==> config.mk <==
export PLATFORM = sky130hd
export DESIGN_NAME = fetch_ctrl
export DESIGN_NICKNAME = d
export VERILOG_FILES = /design/src/rtl/fetch_ctrl.sv
export SDC_FILE = /design/constraint.sdc
export NUM_CORES = 1
export LEC_CHECK = 0
export BUFFER_PORTS_ARGS = -buffer_cell sky130_fd_sc_hd__buf_4
export CAP_MARGIN = 20
export CORE_ASPECT_RATIO = 0.8
export CORE_UTILIZATION = 33
export DETAILED_ROUTE_END_ITERATION = 6
export PLACE_DENSITY = 0.79
export SETUP_SLACK_MARGIN = 0.15
export SYNTH_ARGS = -nofsm -noshare
export SYNTH_HDL_FRONTEND = slang
export SYNTH_SLANG_ARGS = --single-unit
export TNS_END_PERCENT = 1
==> constraint.sdc <==
create_clock -name clk_i -period 1.35 [get_ports clk_i]
set_input_delay 0.0675 -clock clk_i [delete_from_list [all_inputs] [get_ports clk_i]]
set_output_delay 0.0675 -clock clk_i [all_outputs]
set_load 0.02 [all_outputs]
==> src/rtl/fetch_ctrl.sv <==
// Fetch sequencing controller: drives the instruction-memory port from the fetch PC,
// steps or redirects that PC, and holds one instruction for decode.
module fetch_ctrl #(
   parameter logic [31:0] TRAP_VEC = 32'h0000_0100
) (
   input  logic        clk_i,
   input  logic        rst_ni,
   input  logic [31:0] fet_pc_i,
   output logic        fet_en_o,
   output logic        fet_pc_update_o,
   output logic [31:0] fet_pc_redir_o,
   output logic        imem_req_o,
   output logic [31:0] imem_addr_o,
   input  logic        imem_gnt_i,
   input  logic        imem_rvalid_i,
   input  logic [31:0] imem_rdata_i,
   input  logic        ex_redir_i,
   input  logic [31:0] ex_redir_pc_i,
   input  logic        trap_i,
   input  logic        dec_stall_i,
   output logic        ins_valid_o,
   output logic [31:0] ins_o,
   output logic [31:0] ins_pc_o
);

   typedef enum logic [1:0] {
      S_IDLE,
      S_REQ,
      S_WAIT,
      S_FLUSH
   } state_t;

   state_t      r_state;
   state_t      w_state_nxt;
   logic        r_ins_valid;
   logic [31:0] r_ins;
   logic [31:0] r_ins_pc;

   logic        w_active;
   logic        w_redir;
   logic        w_free;
   logic        w_accept;
   logic        w_capture;
   logic        w_req;
   logic        w_fet_en;
   logic        w_pc_update;
   logic [31:0] w_redir_pc;

   // Redirects are ignored in IDLE, so everything below is gated by w_active.
   assign w_active = (r_state != S_IDLE);
   assign w_redir  = w_active & (trap_i | ex_redir_i);
   assign w_free   = ~r_ins_valid | ~dec_stall_i;
   assign w_accept = r_ins_valid & ~dec_stall_i;

   // NOTE: every output of this block gets a default first, so no path can infer a latch.
   always_comb begin
      w_state_nxt = r_state;
      w_req       = 1'b0;
      w_capture   = 1'b0;
      w_fet_en    = 1'b0;
      w_pc_update = 1'b0;
      w_redir_pc  = 32'h0;

      case (r_state)
         S_IDLE:  w_state_nxt = S_REQ;
         S_REQ: begin
            w_req = w_free & ~w_redir;
            if (w_req && imem_gnt_i) begin
               w_state_nxt = S_WAIT;
            end
         end
         S_WAIT: begin
            if (imem_rvalid_i && !w_redir) begin
               w_capture   = 1'b1;
               w_fet_en    = 1'b1;
               w_state_nxt = S_REQ;
            end
         end
         S_FLUSH: begin
            if (imem_rvalid_i) begin
               w_state_nxt = S_REQ;
            end
         end
         default: w_state_nxt = S_IDLE;
      endcase

      // A redirect overrides everything; FLUSH only while a response is still owed,
      // so a response landing in the redirect cycle leaves nothing outstanding.
      if (w_redir) begin
         w_fet_en    = 1'b1;
         w_pc_update = 1'b1;
         w_redir_pc  = trap_i ? TRAP_VEC : ex_redir_pc_i;
         if ((r_state == S_WAIT || r_state == S_FLUSH) && !imem_rvalid_i) begin
            w_state_nxt = S_FLUSH;
         end else begin
            w_state_nxt = S_REQ;
         end
      end
   end

   // NOTE: sequential state uses non-blocking assignments so every register samples pre-edge values.
   always_ff @(posedge clk_i or negedge rst_ni) begin
      if (!rst_ni) begin
         r_state <= S_IDLE;
      end else begin
         r_state <= w_state_nxt;
      end
   end

   // The instruction slot is part of the visible reset state, so it is reset too.
   always_ff @(posedge clk_i or negedge rst_ni) begin
      if (!rst_ni) begin
         r_ins_valid <= 1'b0;
         r_ins       <= 32'h0;
         r_ins_pc    <= 32'h0;
      end else if (w_redir) begin
         r_ins_valid <= 1'b0;
      end else if (w_capture) begin
         r_ins_valid <= 1'b1;
         r_ins       <= imem_rdata_i;
         r_ins_pc    <= fet_pc_i;
      end else if (w_accept) begin
         r_ins_valid <= 1'b0;
      end
   end

   assign imem_req_o      = w_req;
   assign imem_addr_o     = w_active ? fet_pc_i : 32'h0;
   assign fet_en_o        = w_fet_en;
   assign fet_pc_update_o = w_pc_update;
   assign fet_pc_redir_o  = w_redir_pc;
   assign ins_valid_o     = r_ins_valid;
   assign ins_o           = r_ins;
   assign ins_pc_o        = r_ins_pc;

endmodule

==> results.toml <==
[grt]
first_global_vias = 3350
grt_start_max_net_pins = 42
grt_pass1_wl_um = 17000
grt-ovfl-total = 0
antenna_found_initial = 0
grt_use_total_pct = 21.7

[worst_setup_path]
rr_startpoint = "r_state[1]$_DFFE_PN0P_"
path_max_fanout = 8
r2r_end = "ins_o[9]$_DFFE_PN0P_"
regToRegSetupSlack_ns = -0.14
cp-start-kind = "register"
critPathLaunch = "r_state[0]$_DFFE_PN0P_"
ff2ff_path_depth = 5
critPathKind = "reg -> out"
crit_arrival_ns = 1.58
end_kind = "output port"
worst_ep_required_time_ns = 1.28

[min_path]
holdPathStages = 3
hp-class = "in -> reg"
hold_start = "dec_stall_i"
min_to = "ins_valid_o$_DFFE_PN0P_"

[synth]
yosys_warnings = 0
seq_area_frac_synth_pct = 52.7
netlist_area_um2 = 3180
synthCells = 225
synth_nets = 328
yosysUniqueCellTypes = 21
postSynthAreaPerCell_um2 = 14.1
ys_ff_latch = 67

[placement]
placed_area_um2 = 5180
post-place-cells = 576
place.gp.congestion = 0.826
hpwlAfterDp_um = 7070
port-buffer-count = 234

[timing]
timing.fmax_mhz = 608
fin_crit_sh_pct = 122
slew_headroom_pct = 76.0
fin_hold_ws_ns = 0.0406
finalHoldViolations = 0
tightest_slew_ns = 0.360
setup_viol = 129
rsz0062_at_grt = "true"
layout_setup_ws_ns = -0.295
fin_setup_tns_ns = -21.84
finalCriticalPeriod_ns = 1.65
skew_ns = 0.00574
maxSlewViolCount = 0

[floorplan]
io_pins = 235
dieArea_um2 = 10000
num_rows = 31
fp.dieH_um = 89.8
core_region_area_um2 = 9190
start_util_pct = 34.6
die-width_um = 112

[clock_network]
clk_pin_slew_ns = 0.06
cts_tree = "yes"
htree_levels = 3
numCtsBuffers = 9
clock_latency_ns = 0.33
clock_path_buffers = 2
cts_root_buf = "clkbuf_16"
clock-sinks = 67

[final_layout]
antenna_cells = 0
nets = 647
finalNonFillerCells = 664
fin_util_pct = 70.7
syn2layout_area_growth_pct = 104
layout-drive-gt1-share_pct = 66.8
design_area_um2 = 6500

[power]
leakagePower_nw = 3.56
irDropWorstVdd_v = 0.000685
power.density_nw_per_um2 = 974

[route]
routedWlPerCell_um = 16.5
via_count = 2997
drt_iter0_markers = 96
viasPerCell = 4.51
drc = 13
postRouteAntennaNets = 0
routed_wl_um = 11000
dr.pass1.iters = 6

[outcome]
failed_checks = "design-rule violations, negative setup slack"
outcome = "finished, violations left"

[run]
maxCapViolations = 0
-- how the worst max path moves through the flow --
stage | endpoint | slack [ns] | depth (start not counted)
after floorplan | ins_o[14]$_DFFE_PN0P_ | 0.03 | 4
after global placement | fet_pc_redir_o[16] | -0.004 | 6
after detailed placement | ins_o[10]$_DFFE_PN0P_ | -0.07 | 4
after CTS | fet_pc_redir_o[16] | -0.30 | 6
after global routing | fet_pc_redir_o[21] | -0.35 | 7
final | fet_pc_redir_o[16] | -0.30 | 7
-- per-layer routing --
metal	wire length [um]	global-route usage (%)	share of wire (%)
met1	3760	21.5	34
met5	0	0	0
met3	733	4.72	6.7
met4	455	11.5	4.1
met2	6020	41.8	55
-- synth_stat cells --
library cell / number / share of area (%)
mux2_4: 49 / 23
buf_2: 1 / 0.16
inv_1: 1 / 0.12
nand4b_1: 1 / 0.28
clkbuf_1: 5 / 0.59
nor3b_2: 1 / 0.39
nor2_4: 1 / 0.35
clkbuf_2: 1 / 0.16
a22o_1: 1 / 0.28
and3_1: 2 / 0.39
buf_6: 6 / 2.1
nand2_1: 1 / 0.12
nand2b_1: 1 / 0.20
dfrtp_1: 67 / 53
mux2_2: 15 / 5.3
nor2_1: 3 / 0.35
nor2b_1: 32 / 6.3
and2_1: 31 / 6.1
nor3b_1: 1 / 0.24
o21ai_0: 1 / 0.16
a21oi_1: 4 / 0.63
-- sequential cells by signal, indices dropped and copies added (netlist names) --
register and count:
r_state 2, ins_o 32, ins_pc_o 32, ins_valid_o 1
-- final cells by class --
class | instances | area [um2]
Clock buffer | 9 | 225
Inverter | 1 | 3.75
Tap cell | 115 | 144
Sequential cell | 67 | 1680
Multi-Input combinational cell | 144 | 1520
Timing Repair Buffer | 321 | 2830
Fill cell | 618 | 2690
Clock inverter | 7 | 98.8
-- cell families (layout without fill, tap and decap cells) --
| logic type | count (synthesis) | in the layout | synth area share, % |
|---|---|---|---|
| DFF | 67 | 67 | 52.7 |
| AOI/OAI and AO/OA | 6 | 6 | 1.06 |
| muxes | 64 | 64 | 28.4 |
| and+or+nand+nor | 74 | 74 | 14.7 |
| buffers and inverters | 14 | 338 | 3.14 |
-- power by group --
part	leakage (nW)	internal [mW]	switching, mW
Sequential	0.919	2.13	0.0781
Clock	0.157	1.63	0.896
Combinational	2.49	0.909	0.684
Total	3.56	4.67	1.66
-- cell usage in the layout (no fill, tap or decap), drive strengths merged --
cell type    count
buf            253
dfrtp           67
dlygate4sd3     66
mux2            64
nor2b           32
and2            31
clkbuf          11
a21oi            4
inv              4
nor2             4
and3             2
bufinv           2
nor3b            2
nand2b           1
nand4b           1
o21ai            1
a22o             1
nand2            1
clkinvlp         1
clkinv           1
-- repair_timing --
| item | in CTS | in global routing |
|---|---|---|
| pin swaps | 2 | 32 |
| setup buffers | 1 | 2 |
| gates resized for setup | 31 | 45 |
| hold endpoints to repair | 91 | 0 |
| cloned | 0 | 3 |
| setup endpoints to repair | 132 | 132 |
| hold buffers | 66 | 0 |
-- critical path, stage by stage (launching register included) --
cell       delay (ns)
dfrtp_1          0.35
buf_4            0.13
nor2_4           0.04
nor3b_4          0.16
buf_6            0.16
clkbuf_16        0.15
and2_4           0.14
buf_6            0.11
-- through the flow --
step / power [mW] / worst slack, ns
floorplan: 2.81 / 0.0276
global placement: 3.52 / -0.00434
detailed placement: 3.54 / -0.0678
CTS: 6.29 / -0.295
global route: 6.58 / -0.346
finish: 6.33 / -0.295
(Power assumes the default switching activity.)
